## config.mk

```make
export PLATFORM = sky130hd
export DESIGN_NAME = vga_glyph_renderer_flat
export DESIGN_NICKNAME = d
export VERILOG_FILES = /design/src/rtl/vga_glyph_pkg.sv /design/src/rtl/vga_glyph_renderer_if.sv /design/src/rtl/glyph_rom_param.sv /design/src/rtl/vga_glyph_renderer.sv /design/src/flat_wrapper.sv
export SDC_FILE = /design/constraint.sdc
export NUM_CORES = 1
export LEC_CHECK = 0
export ABC_AREA = 1
export BUFFER_PORTS_ARGS = -buffer_cell sky130_fd_sc_hd__buf_2
export CAP_MARGIN = 20
export CORE_ASPECT_RATIO = 0.75
export CORE_UTILIZATION = 59
export DETAILED_ROUTE_END_ITERATION = 7
export HOLD_SLACK_MARGIN = 0.05
export PLACE_DENSITY = 0.81
export SYNTH_ARGS = -nofsm -noshare
export SYNTH_HDL_FRONTEND = slang
export SYNTH_HIERARCHICAL = 1
export SYNTH_SLANG_ARGS = --single-unit
```

## constraint.sdc

```tcl
create_clock -name clk -period 2.8 [get_ports clk]
set_input_delay 0.28 -clock clk [delete_from_list [all_inputs] [get_ports clk]]
set_output_delay 0.28 -clock clk [all_outputs]
set_load 0.1 [all_outputs]
```

## src/rtl/vga_glyph_pkg.sv

```systemverilog
// Shared constants for the glyph renderer: palette, 640x480 timing, sync polarity
// helper and the glyph bitmap function used by both the ROM and its reference model.
package vga_glyph_pkg;

  localparam logic [5:0] PALETTE [0:7] = '{
    6'b000000, 6'b000100, 6'b001000, 6'b001100,
    6'b011100, 6'b101101, 6'b111110, 6'b111111
  };

  localparam int H_VISIBLE    = 640;
  localparam int H_SYNC_START = 656;
  localparam int H_SYNC_END   = 751;
  localparam int V_VISIBLE    = 480;
  localparam int V_SYNC_START = 490;
  localparam int V_SYNC_END   = 491;
  localparam int V_TOTAL      = 525;

  // Level a sync line rests at outside its pulse.
  function automatic logic sync_idle(input bit active_low);
    return active_low;
  endfunction

  // Procedural glyph set: a scrambled mix of index and row gives a dense,
  // index-dependent bit pattern without storing a table. Bit c is pixel column c.
  function automatic logic [15:0] glyph_word(input logic [7:0] idx, input logic [3:0] gy);
    logic [15:0] s;
    s = {idx, gy, 4'hA} ^ {gy, idx ^ 8'h5A, idx[3:0]};
    return s ^ {5'b0, s[15:5]};
  endfunction

endpackage

```

## src/rtl/vga_glyph_renderer_if.sv

```systemverilog
// Video stream between the timing generator and the renderer: raster position and
// syncs in, colour and re-aligned syncs out.
interface vga_glyph_renderer_if;
  logic [9:0] pix_x;
  logic [9:0] pix_y;
  logic       display_on;
  logic       hsync_in;
  logic       vsync_in;
  logic [5:0] rgb;
  logic       hsync_out;
  logic       vsync_out;

  modport master (
    output pix_x, pix_y, display_on, hsync_in, vsync_in,
    input  rgb, hsync_out, vsync_out
  );

  modport slave (
    input  pix_x, pix_y, display_on, hsync_in, vsync_in,
    output rgb, hsync_out, vsync_out
  );
endinterface

```

## src/rtl/glyph_rom_param.sv

```systemverilog
// Combinational glyph ROM: one row word per (glyph index, glyph row).
// Rows past the cell height read as blank.
module glyph_rom_param
  import vga_glyph_pkg::*;
#(
  parameter int GLYPH_W    = 8,
  parameter int GLYPH_H    = 12,
  parameter int GLYPH_BITS = 5
) (
  input  logic [GLYPH_BITS-1:0] idx,
  input  logic [3:0]            gy,
  output logic [GLYPH_W-1:0]    word
);

  localparam logic [4:0] ROWS = 5'(GLYPH_H);

  assign word = ({1'b0, gy} < ROWS) ? GLYPH_W'(glyph_word(8'(idx), gy)) : '0;

endmodule

```

## src/rtl/vga_glyph_renderer.sv

```systemverilog
// Glyph-mode pixel pipeline: incremental cell counters, per-frame animation and
// frame-latched palette, two-stage registered output with matching sync delay.
module vga_glyph_renderer
  import vga_glyph_pkg::*;
#(
  parameter int GLYPH_W         = 8,
  parameter int GLYPH_H         = 12,
  parameter int GLYPH_BITS      = 5,
  parameter int LINE_END_X      = 639,
  parameter int FRAME_END_Y     = 524,
  parameter bit SYNC_ACTIVE_LOW = 1'b1
) (
  input  logic                  clk,
  input  logic                  rst_n,
  vga_glyph_renderer_if.slave   vid,
  input  logic [2:0]            cfg_fg,
  input  logic [2:0]            cfg_bg,
  input  logic [1:0]            cfg_speed,
  input  logic                  cfg_freeze
);

  localparam int         XW      = $clog2(GLYPH_W);
  localparam int         STAGES  = 2;
  localparam logic       IDLE    = sync_idle(SYNC_ACTIVE_LOW);
  localparam logic [9:0] X_END   = 10'(LINE_END_X);
  localparam logic [9:0] Y_END   = 10'(FRAME_END_Y);
  localparam logic [3:0] GY_LAST = 4'(GLYPH_H - 1);

  logic [3:0]            gy;
  logic [5:0]            row;
  logic [9:0]            fcnt;
  logic [2:0]            fg_l, bg_l;
  logic [1:0]            speed_l;
  logic                  vs_prev;
  logic                  frame_ev;
  logic                  anim;
  logic [GLYPH_BITS-1:0] row_rot, idx;
  logic [GLYPH_W-1:0]    rom_word, word1;
  logic [XW-1:0]         gx1;
  logic                  de1;
  logic [STAGES:1]       hs_pipe, vs_pipe;
  logic [5:0]            rgb_q;

  // Stage 0: cell index from the x bit slice and the tracked text row.
  assign frame_ev = (vid.vsync_in != IDLE) && (vs_prev == IDLE);
  assign anim     = fcnt[speed_l];
  assign row_rot  = {row[GLYPH_BITS-2:0], row[GLYPH_BITS-1]};
  assign idx      = vid.pix_x[XW +: GLYPH_BITS] ^ row_rot ^ GLYPH_BITS'(anim);

  glyph_rom_param #(
    .GLYPH_W    (GLYPH_W),
    .GLYPH_H    (GLYPH_H),
    .GLYPH_BITS (GLYPH_BITS)
  ) u_rom (
    .idx  (idx),
    .gy   (gy),
    .word (rom_word)
  );

  // Row tracking replaces pix_y / GLYPH_H; frame end takes priority over row wrap.
  always_ff @(posedge clk) begin
    if (!rst_n) begin
      gy  <= '0;
      row <= '0;
    end else if (vid.pix_x == X_END) begin
      if (vid.pix_y == Y_END) begin
        gy  <= '0;
        row <= '0;
      end else if (gy == GY_LAST) begin
        gy  <= '0;
        row <= row + 6'd1;
      end else begin
        gy  <= gy + 4'd1;
      end
    end
  end

  // Config is only sampled at the frame event so a frame never changes colour midway.
  always_ff @(posedge clk) begin
    if (!rst_n) begin
      vs_prev <= IDLE;
      fcnt    <= '0;
      fg_l    <= 3'd7;
      bg_l    <= 3'd0;
      speed_l <= 2'd0;
    end else begin
      vs_prev <= vid.vsync_in;
      if (frame_ev) begin
        fg_l    <= cfg_fg;
        bg_l    <= cfg_bg;
        speed_l <= cfg_speed;
        if (!cfg_freeze) fcnt <= fcnt + 10'd1;
      end
    end
  end

  always_ff @(posedge clk) begin
    if (!rst_n) begin
      word1   <= '0;
      gx1     <= '0;
      de1     <= 1'b0;
      hs_pipe <= {STAGES{IDLE}};
      vs_pipe <= {STAGES{IDLE}};
      rgb_q   <= '0;
    end else begin
      word1   <= rom_word;
      gx1     <= vid.pix_x[XW-1:0];
      de1     <= vid.display_on;
      hs_pipe <= {hs_pipe[STAGES-1:1], vid.hsync_in};
      vs_pipe <= {vs_pipe[STAGES-1:1], vid.vsync_in};
      rgb_q   <= !de1 ? 6'd0 : (word1[gx1] ? PALETTE[fg_l] : PALETTE[bg_l]);
    end
  end

  assign vid.rgb       = rgb_q;
  assign vid.hsync_out = hs_pipe[STAGES];
  assign vid.vsync_out = vs_pipe[STAGES];

endmodule
```

## src/flat_wrapper.sv

```systemverilog
// flat-port wrapper written by rule: the top's interface ports become plain ports
module vga_glyph_renderer_flat import vga_glyph_pkg::*;
#(
  parameter int GLYPH_W         = 8,
  parameter int GLYPH_H         = 12,
  parameter int GLYPH_BITS      = 5,
  parameter int LINE_END_X      = 639,
  parameter int FRAME_END_Y     = 524,
  parameter bit SYNC_ACTIVE_LOW = 1'b1
)
  (clk, rst_n, cfg_fg, cfg_bg, cfg_speed, cfg_freeze, vid_pix_x, vid_pix_y, vid_display_on, vid_hsync_in, vid_vsync_in, vid_rgb, vid_hsync_out, vid_vsync_out);
  vga_glyph_renderer_if vid_i ();
  input  logic clk;
  input  logic rst_n;
  input  logic [2:0] cfg_fg;
  input  logic [2:0] cfg_bg;
  input  logic [1:0] cfg_speed;
  input  logic cfg_freeze;
  input wire logic [$bits(vid_i.pix_x)-1:0] vid_pix_x;
  input wire logic [$bits(vid_i.pix_y)-1:0] vid_pix_y;
  input wire logic [$bits(vid_i.display_on)-1:0] vid_display_on;
  input wire logic [$bits(vid_i.hsync_in)-1:0] vid_hsync_in;
  input wire logic [$bits(vid_i.vsync_in)-1:0] vid_vsync_in;
  output wire logic [$bits(vid_i.rgb)-1:0] vid_rgb;
  output wire logic [$bits(vid_i.hsync_out)-1:0] vid_hsync_out;
  output wire logic [$bits(vid_i.vsync_out)-1:0] vid_vsync_out;
  assign vid_i.pix_x = vid_pix_x;
  assign vid_i.pix_y = vid_pix_y;
  assign vid_i.display_on = vid_display_on;
  assign vid_i.hsync_in = vid_hsync_in;
  assign vid_i.vsync_in = vid_vsync_in;
  assign vid_rgb = vid_i.rgb;
  assign vid_hsync_out = vid_i.hsync_out;
  assign vid_vsync_out = vid_i.vsync_out;
  vga_glyph_renderer #(.GLYPH_W(GLYPH_W), .GLYPH_H(GLYPH_H), .GLYPH_BITS(GLYPH_BITS), .LINE_END_X(LINE_END_X), .FRAME_END_Y(FRAME_END_Y), .SYNC_ACTIVE_LOW(SYNC_ACTIVE_LOW)) u_core (.clk(clk), .rst_n(rst_n), .vid(vid_i), .cfg_fg(cfg_fg), .cfg_bg(cfg_bg), .cfg_speed(cfg_speed), .cfg_freeze(cfg_freeze));
endmodule
```

# == After elaboration in Yosys (flattened, before gate mapping) ==
# Memories as Yosys holds them, arrays and structs flattened.
# Index checks and enable logic that the tools add are counted.
# op_classes
n_addsub,3
n_lt_le_gt_ge,5
eq_ne,3
muxes,13
bitwise,9
reduce_logical,6
# op_table
op,count
$mux W6,7
$eq A10 B10 Y1 const B,2
$xor A13 B13 Y13,1
$not A3 Y4,3
$add A10 B1 Y10 const B,1
$ge A4 B4 Y1 const B,2
$mux W4,2
$reduce_and A2 Y1,4
$xor A8 B8 Y8,1
$add A6 B1 Y6 const B,1
$lt A2 B5 Y1 const B,1
$xor A5 B1 Y5,1
$xor A5 B5 Y5,1
$add A4 B1 Y4 const B,1
$eq A4 B4 Y1 const B,1
$lt A3 B4 Y1 const B,1
$lt A4 B4 Y1 const B,1
$bmux W1 S3,1
$bmux W1 S2,1
$mux W1,2
$not A1 Y1,2
$reduce_bool A2 Y1,1
$logic_and A1 B1 Y1,1
# word_totals
ff_bits,51
rom_bits,96
inputBits,34
out_inout_bits,8
word_cells,54
n_memories,2
# mem_list
name,words,width,rd,rd_ports_with_merged_regs,wr,line,rtl
(no name shown),8,6,1,0,0,vga_glyph_renderer.sv:111,rgb_q <= !de1 ? 6'd0 : (word1[gx1] ? PALETTE[fg_l] : PALETTE[bg_l]);
(no name shown),8,6,1,0,0,vga_glyph_renderer.sv:111,

# == Logic depth before layout (Yosys ltp) ==
# Gate-level depths: netlist of run 1.
# logic_depth
depth_word,6
mapped_depth,12
ltp_nobuf,12

# == By module ==
# Netlist of run 1, hierarchy kept.
# by_module_without_submodules
module,n_inst,cells_per_inst,area_per_inst_um2,seq_area_each_um2
vga_glyph_renderer,1,283,1954.4,860.8
glyph_rom_param,1,60,240.2,0.0

# == Least setup slack after synthesis of run 1 ==
# No wires, ideal clock.
# synth_timing
path_kind,reg-to-reg
start,register u_core.fcnt[1]
end,register u_core.word1[3]
setup_ps,57
t_arrival_ps,1326
required_time_ps,2743
slack_ps,1417
path_stages_with_launch,13
path_buffers,0
synth_period_minus_slack_ps,1383
cell_sequence,dfxtp_1 -> a21oi_1 -> o21ai_0 -> nand2_1 -> xor2_1 -> inv_1 -> nand2_1 -> nand2_1 -> nand2_1 -> nand2_1 -> nor2_1 -> nand2_1 -> inv_1
# synth_via
elab_chain_len,5
# synth_lines
element,line,rtl
"start, declared",vga_glyph_renderer.sv:31,logic [9:0] fcnt;
"start signal, assigned",vga_glyph_renderer.sv:92,if (!cfg_freeze) fcnt <= fcnt + 10'd1;
$bmux W1 S2,vga_glyph_renderer.sv:46,assign anim = fcnt[speed_l];
$mux W1 (not written as such),vga_glyph_renderer.sv:46,
$xor A5 B1 Y5,vga_glyph_renderer.sv:48,assign idx = vid.pix_x[XW +: GLYPH_BITS] ^ row_rot ^ GLYPH_BITS'(anim);
via u_core.idx[0],vga_glyph_renderer.sv:37,"logic [GLYPH_BITS-1:0] row_rot, idx;"
$xor A13 B13 Y13,vga_glyph_pkg.sv:27,"s = {idx, gy, 4'hA} ^ {gy, idx ^ 8'h5A, idx[3:0]};"
$xor A8 B8 Y8,vga_glyph_pkg.sv:28,"return s ^ {5'b0, s[15:5]};"
"end signal, assigned",vga_glyph_renderer.sv:106,word1 <= rom_word;
"end, declared",vga_glyph_renderer.sv:38,"logic [GLYPH_W-1:0] rom_word, word1;"
# The timed path passes the listed nets, and every way through them passes these cells. The select of a mux whose other input is x is not followed.
# A chain may end at the register's enable or synchronous reset.

# == Worst setup path after layout of run 1 ==
# layout_timing
start,register u_core.fcnt[2]
end,register u_core.word1[3]
# Same word-level chain as after synthesis.

==> results.md, run 1 <==
* Row count at 18
* TritonCTS Buffers at 5
* Sink of the worst hold path: u_core/vs_pipe[1]$_SDFF_PN1_
* Final Cell Area at 0.00258 sq mm
* Setup violations, final at 0
* Sw Pwr at around 0.37 mW
* Area Overhead vs Synth at 17.4%
* Worst path max stage delay at about 0.37 ns
* Max Slew Vio Count at 0
* Max Cap Violations at 0
* First-pass GRT wire length at 7.53 mm
* Drt wl/cell at 10.5 um
* Main area contributors after synthesis: dfxtp_1 (39%), nand2_1 (19%), nor2_1 (8.9%)
* Post-CTS setup buffer count at 0
* Placed inst area at 0.00244 sq mm
* Ports at between 40 and 50
* RSZ-0062 raised after global routing: no
* Clock share of power at 0.396
* Syn Area/Cell at 6.40 sq um
* Setup tns final at 0 ns
* Crit path DAT at about 1.8 ns
* Maximum clock rate at ~610 MHz
* Starting Density at 0.641
* Hold path startpoint: vid_vsync_in
* Worst slew margin relative to its limit at 0.627
* Slowest cell on crit path: dfxtp_1
* Fill cell count at 300
* DRT Pass-1 Iters at 5
* Synth cell types at 27
* Clk Latency, worst-skew pair at 0.30 ns
* Fraction of layout cells with a size suffix above 1 at 0.163
* Number of nets in the layout at 423
* Slew of the pin with the lowest slew margin at between 0.5 and 0.6 ns
* Most frequent cells in the layout: nand2_1 (111), nor2_1 (52), inv_1 (46)
* Chip height at 54.8 um
* Clk pin slew, worst setup/hold paths at 0.08 ns
* Ant diodes at 0
* GRT Total Usage at 0.256
* R2r startpoint: u_core/fcnt[2]$_SDFFE_PN0P_
* LEAKAGE at approximately 1.4 nW
* Top cell by count, worst path: nand2_1
* Mapped Cells at 343
* Pin count of the biggest net entering global routing at 34
* Syn. warnings at 6
* Crit path kind: flip-flop to flip-flop
* Worst hold path depth at 3
* CTS Hold Buffers Added at 0
* Power per cell area at approximately 560 mW/mm^2
* Total congestion overflow at 0
* Share of the synthesized area in the top cell type at 0.392
* Simple-gate share of the synthesized area at 0.376
* Total Power at 1.43 mW
* Die area at 0.00397 sq mm
* Mux cell area share after synthesis at 0
* Tmin final at 1.63 ns
* Crit path cell chain: inv_1 -> o211ai_1 -> nand2_1 -> xor2_1 -> inv_1 -> nand2_1 -> nand2_1 -> nor2_1 -> nor2_1 -> nand2_1 -> inv_1
* Adder-cell area share of the yosys netlist at 0.0171
* Root Buffer: clkbuf_8
* Initial DRC Count at 65
* Crit path max fanout at 5
* Synth Area in XOR/XNOR at 0.0319
* R2R setup slack at 1.17 ns
* Drt drc at 0
* Largest family of logic cells by synthesized area: simple AND/OR/NAND/NOR gates
* Switching Fraction at 0.256
* Cells after DPL at approximately 430
* Via count at around 2200
* Startpoint types: flip-flop
* Mapped cell area at ~0.0022 sq mm
* Vias in the first global route at ~1800
* Vias per inst at 4.93
* Core box area at 0.00342 sq mm
* Sequential area share after synthesis at 0.392
* Worst R2R Path Depth at 11
* Clock Sinks at between 40 and 50
* Final Hold Vio Count at 0
* Htree depth at 2
* Required @ worst endpoint at 2.99 ns
* CP Capture Type: flip-flop
* Sequential power share at 0.459
* HP Class: input pin to flip-flop
* Maximum buffer depth of the clock tree at 2
* Antenna violations before repair at 0
* Die width at 72.4 um
* Syn_nets at 380
* CTS resizes at 0
* Cell-internal power at ~1.1 mW
* Post-synthesis compound-gate area fraction at 0.0901
* Commonest non-fill, non-tap cell in the layout: nand2_1
* Worst Skew at 0.0111 ns
* Synth area leader: dfxtp_1
* Gp weighted congestion at 0.824
* Comb power frac at 0.145
* Drt total wl at 4.57 mm
* #FFs+latches synth at 43
* CTS tree: done
* VDD IR-drop max at 0.458 mV
* Hpwl dp at about 3.3 mm
* Finished Layout Cells at 437
* Final period util at 0.583
* R2r endpoint: u_core/word1[3]$_SDFF_PN0_
* Port buffer count at 41
* Status: finished, final reports clean
* Number of nets with antenna violations after routing at 0
-- how the worst max path moves through the flow --
stage                                      startpoint                          to  slack [ns]  cells after the start
after global routing      u_core/fcnt[2]$_SDFFE_PN0P_  u_core/word1[4]$_SDFF_PN0_        1.01                     12
after floorplan           u_core/fcnt[1]$_SDFFE_PN0P_  u_core/word1[3]$_SDFF_PN0_        1.42                     12
after detailed placement  u_core/fcnt[2]$_SDFFE_PN0P_  u_core/word1[4]$_SDFF_PN0_        1.25                     12
after global placement    u_core/fcnt[1]$_SDFFE_PN0P_  u_core/word1[3]$_SDFF_PN0_        1.32                     12
final                     u_core/fcnt[2]$_SDFFE_PN0P_  u_core/word1[3]$_SDFF_PN0_        1.17                     11
after CTS                 u_core/fcnt[2]$_SDFFE_PN0P_  u_core/word1[3]$_SDFF_PN0_        1.19                     11
-- power by group through the flow --
stage | logic, mW | clock network [mW] | registers (mW)
3_3_place_gp | 0.200 | 0 | 0.672
4_1_cts | 0.208 | 0.575 | 0.659
2_1_floorplan | 0.121 | 0 | 0.700
5_1_grt | 0.236 | 0.599 | 0.662
3_5_place_dp | 0.205 | 0 | 0.673
6_report | 0.208 | 0.568 | 0.659
-- cell families (layout without fill, tap and decap cells) --
kind of cell / count (synthesis) / count (layout)
AO/OA/AOI/OAI: 34 / 34
XOR/XNOR: 8 / 8
adder cells (fa/ha/maj): 3 / 3
buffers and inverters: 54 / 98
flip-flops: 43 / 43
AND/OR/NAND/NOR: 201 / 201
-- layout make-up --
type	count	area, sq um	share of cell area
clock inverters	2	60.1	0.0233
inverters	49	184	0.0714
multi-input cells	246	1130	0.439
repair buffers	41	205	0.0797
clock buffers	6	72.6	0.0282
well taps	50	62.6	0.0243
flip-flops and latches	43	861	0.334
-- synth_stat cells --
| cell type | instances |
|---|---|
| a21boi_0 | 1 |
| a21oi_1 | 12 |
| a31o_2 | 1 |
| clkbuf_1 | 5 |
| dfxtp_1 | 43 |
| ha_1 | 3 |
| inv_1 | 46 |
| inv_2 | 3 |
| nand2_1 | 111 |
| nand2_2 | 4 |
| nand3_1 | 22 |
| nand3b_1 | 1 |
| nand4_1 | 1 |
| nor2_1 | 52 |
| nor2_2 | 2 |
| nor2_4 | 1 |
| nor3_1 | 2 |
| o211ai_1 | 2 |
| o21a_1 | 1 |
| o21ai_0 | 13 |
| o21ai_1 | 3 |
| o21bai_4 | 1 |
| or2_0 | 1 |
| or2_1 | 1 |
| or2_2 | 3 |
| xnor2_1 | 1 |
| xor2_1 | 7 |
-- flip-flops by register name, summed over array words and instances, names as in the netlist --
name            flops
u_core/vid.rgb      6
u_core/vs_pipe      2
u_core/de1          1
u_core/gy           4
u_core/bg_l         3
u_core/gx1          3
u_core/speed_l      2
u_core/hs_pipe      2
u_core/row          5
u_core/fcnt         4
u_core/fg_l         3
u_core/word1        8
-- metal layers --
metal  part of all wire  global-route usage  vias to the layer above
met2               0.46               0.460                       50
li1                   -                   -                     1131
met3              0.049              0.0571                       10
met5                  0                   0                        -
met1               0.47               0.306                      964
met4              0.014              0.0948                        0
-- worst max-delay path: cells and delay by family (launching register included) --
family	cells	cell delay (ns)
xor+xnor	1	0.29
buf+inv	3	0.21
simple gates	6	0.50
flops	1	0.37
compound gates	1	0.16
-- metrics by stage --
step	util	hold WS [ns]	setup WS (ns)
after CTS	0.753	0.154	1.19
after floorplan	-	0.373	1.42
after global placement	0.714	0.407	1.32
after detailed placement	0.714	0.400	1.25
after global routing	0.753	0.165	1.01
final	0.753	0.158	1.17
(Power assumes the default switching activity.)
==> run 2, diff against run 1 <==
--- a/config.mk
+++ b/config.mk
@@ -5,14 +5,14 @@
 export SDC_FILE = /design/constraint.sdc
 export NUM_CORES = 1
 export LEC_CHECK = 0
-export ABC_AREA = 1
+export ABC_AREA = 0
 export BUFFER_PORTS_ARGS = -buffer_cell sky130_fd_sc_hd__buf_2
 export CAP_MARGIN = 20
 export CORE_ASPECT_RATIO = 0.75
-export CORE_UTILIZATION = 59
+export CORE_UTILIZATION = 54
 export DETAILED_ROUTE_END_ITERATION = 7
 export HOLD_SLACK_MARGIN = 0.05
-export PLACE_DENSITY = 0.81
+export PLACE_DENSITY = 0.76
 export SYNTH_ARGS = -nofsm -noshare
 export SYNTH_HDL_FRONTEND = slang
 export SYNTH_HIERARCHICAL = 1
==> constraint.sdc (replaced) <==
create_clock -name clk -period 1.7 [get_ports clk]
set_input_delay 0.17 -clock clk [delete_from_list [all_inputs] [get_ports clk]]
set_output_delay 0.17 -clock clk [all_outputs]
set_load 0.1 [all_outputs]
==> run 2 against run 1 <==
Compared with the run above: the flow now finishes with violations (setup timing); sequential share of layout area rose by 1.8 points; register-to-register slack got worse by 1.2 ns; count of clock-buffer cells in the layout is the same; core utilization is 3.2 points lower; setup slack lost 1.2 ns; die area shrank 0.64%; combinational power increased by 57%; total power rose by 63%.
==> results.md, run 2 <==
* Synth cell types at 43
* Number of nets in the layout at 282
* Ant diodes at 0
* Clk Latency, worst-skew pair at 0.30 ns
* Cells after DPL at 287
* Port buffer count at 41
* Crit path DAT at 1.96 ns
* Commonest cells in the netlist: dfxtp_1 (43), nand2_1 (21), and2_1 (13)
* Drt wl/cell at 15.2 um
* Setup ws final at -0.0126 ns
* Post-CTS setup buffer count at 0
* Most frequent cells in the layout: dfxtp_1 (42), buf_2 (41), nand2_1 (21)
* Total Power at roughly 2.3 mW
* Core box area at 0.00340 sq mm
* Pin count of the biggest net entering global routing at 20
* Finished Layout Cells at 296
* Fraction of layout cells with a size suffix above 1 at 0.305
* Hpwl dp at between 3 and 4 mm
* Number of nets with antenna violations after routing at 0
* Place WS at -0.00660 ns
* Commonest non-fill, non-tap cell in the layout: dfxtp_1
* Synth area leader: dfxtp_1
* CP Capture Type: flip-flop
* Most used DFF post-synth: dfxtp_1
* Syn Area/Cell at just over 10 sq um
* Total congestion overflow at 0
* Slew of the pin with the lowest slew margin at about 0.8 ns
* Most common cell in the netlist: dfxtp_1
* Antenna violations before repair at 0
* Clk pin slew, worst setup/hold paths at approximately 0.08 ns
* RSZ-0062 raised after global routing: yes
* Initial DRC Count at 121
* First-pass GRT wire length at a little under 7 mm
* Crit path max fanout at 2
* Maximum buffer depth of the clock tree at 2
* Row count at 18
* Starting Density at 0.587
* Max reg flops at 8
* Root Buffer: clkbuf_8
* Chip height at ~55 um
* Final Hold Vio Count at 0
* Required @ worst endpoint at roughly 1.9 ns
* CTS tree: done
* Maximum clock rate at 584 MHz
* Crit path kind: flip-flop to flip-flop
* Final period util at 1.01
* Violated checks: setup timing
* Main area contributors after synthesis: dfxtp_1 (43%), xnor3_1 (4.5%), and2_1 (4.1%)
* Status: finished, violations left
* Ports at 42
* Die width at 72.2 um
* R2R setup slack at -0.01 ns
* Tmin final at 1.71 ns
* GRT Total Usage at 0.242
* Syn. warnings at 6
* Setup tns final at -0.0126 ns
* Power per cell area at approximately 960 mW/mm^2
* Worst Skew at 0.00293 ns
* TritonCTS Buffers at 5
* Drt total wl at 4.51 mm
* VDD IR-drop max at about 0.62 mV
* Die area at 0.00395 sq mm
* Startpoint types: flip-flop
* Multi-input combinational cell area at 0.00110 sq mm
* HP Class: input pin to flip-flop
* Fill cell count at between 200 and 250
* Gp weighted congestion at 0.888
* Placed inst area at 0.00229 sq mm
* Syn_nets at 233
* Area Overhead vs Synth at 22.8%
* #FFs+latches synth at 43
* Clock Sinks at 43
* Ys async rst share at 0
* Htree depth at 2
* Max Cap Violations at 0
* Worst slew margin relative to its limit at 0.455
* Share of the synthesized area in the top cell type at 0.431
* Setup violations, final at 1
* Mapped Cells at between 150 and 200
* Most flops, register: u_core/word1
* Max Slew Vio Count at 0
* Final Cell Area at about 0.0024 sq mm
* Mapped cell area at 0.00200 sq mm
* DRT Pass-1 Iters at 4
* Vias in the first global route at 1477
* Drt drc at 0
* Number of enable flip-flop cells after synthesis at 0
* Via count at around 1700
* LEAKAGE at 1.10 nW
* Register area at 862 sq um
* Vias per inst at 5.66
* Sequential area share after synthesis at 0.431
[run 2: routing by layer]
metal | part of all wire | vias to the layer above | GRT usage
met5 | 0 | - | 0
met4 | 0.018 | 0 | 0.108
met3 | 0.047 | 8 | 0.0497
met2 | 0.49 | 48 | 0.397
met1 | 0.45 | 817 | 0.313
li1 | - | 801 | -
[run 2: final cells by class]
class / instances / area share
Tap cell: 50 / 0.0255
Multi-Input combinational cell: 141 / 0.451
Inverter: 4 / 0.00613
Clock inverter: 2 / 0.0245
Sequential cell: 43 / 0.352
Clock buffer: 6 / 0.0296
Timing Repair Buffer: 50 / 0.111
[run 2: path summary, 6_finish.rpt]
check	from	to	cells past startpoint
hold / removal	vid_hsync_in	u_core/hs_pipe[1]$_SDFF_PN1_	2
setup reg to reg	u_core/speed_l[0]$_SDFFE_PN0N_	u_core/word1[3]$_SDFF_PN0_	6
setup / recovery	u_core/speed_l[0]$_SDFFE_PN0N_	u_core/word1[3]$_SDFF_PN0_	6
hold reg to reg	u_core/hs_pipe[1]$_SDFF_PN1_	u_core/hs_pipe[2]$_SDFF_PN1_	1
[run 2: per-stage QoR]
step,utilization,hold slack [ns]
finish,0.720,0.0613
global route,0.720,0.0762
CTS,0.714,0.0631
detailed placement,0.675,0.367
global placement,0.675,0.353
floorplan,-,0.271
[run 2: power breakdown]
group / internal, mW / switching (mW)
Clock: 0.587 / 0.340
Combinational: 0.151 / 0.176
Sequential: 1.05 / 0.0335
Total: 1.79 / 0.550
[run 2: cells by family after synthesis]
group	share of synthesized area
fa+ha+maj	0.0188
simple gates	0.211
mux	0.0690
compound gates	0.134
xor+xnor	0.107
buf+inv	0.0295
flops	0.431
[run 2: worst max-delay path, cell delays in order (launching register included)]
cell and delay [ns]:
dfxtp_2 0.34, mux4_2 0.52, xnor2_2 0.17, buf_4 0.14
xnor3_1 0.23, a21oi_2 0.12, and2_1 0.14
[run 2: what timing repair did]
action / CTS / global route
pin swaps: 0 / 0
resized for setup: 1 / 2
setup endpoints to repair: 1 / 6
gates cloned: 0 / 1
hold buffers: 0 / 0
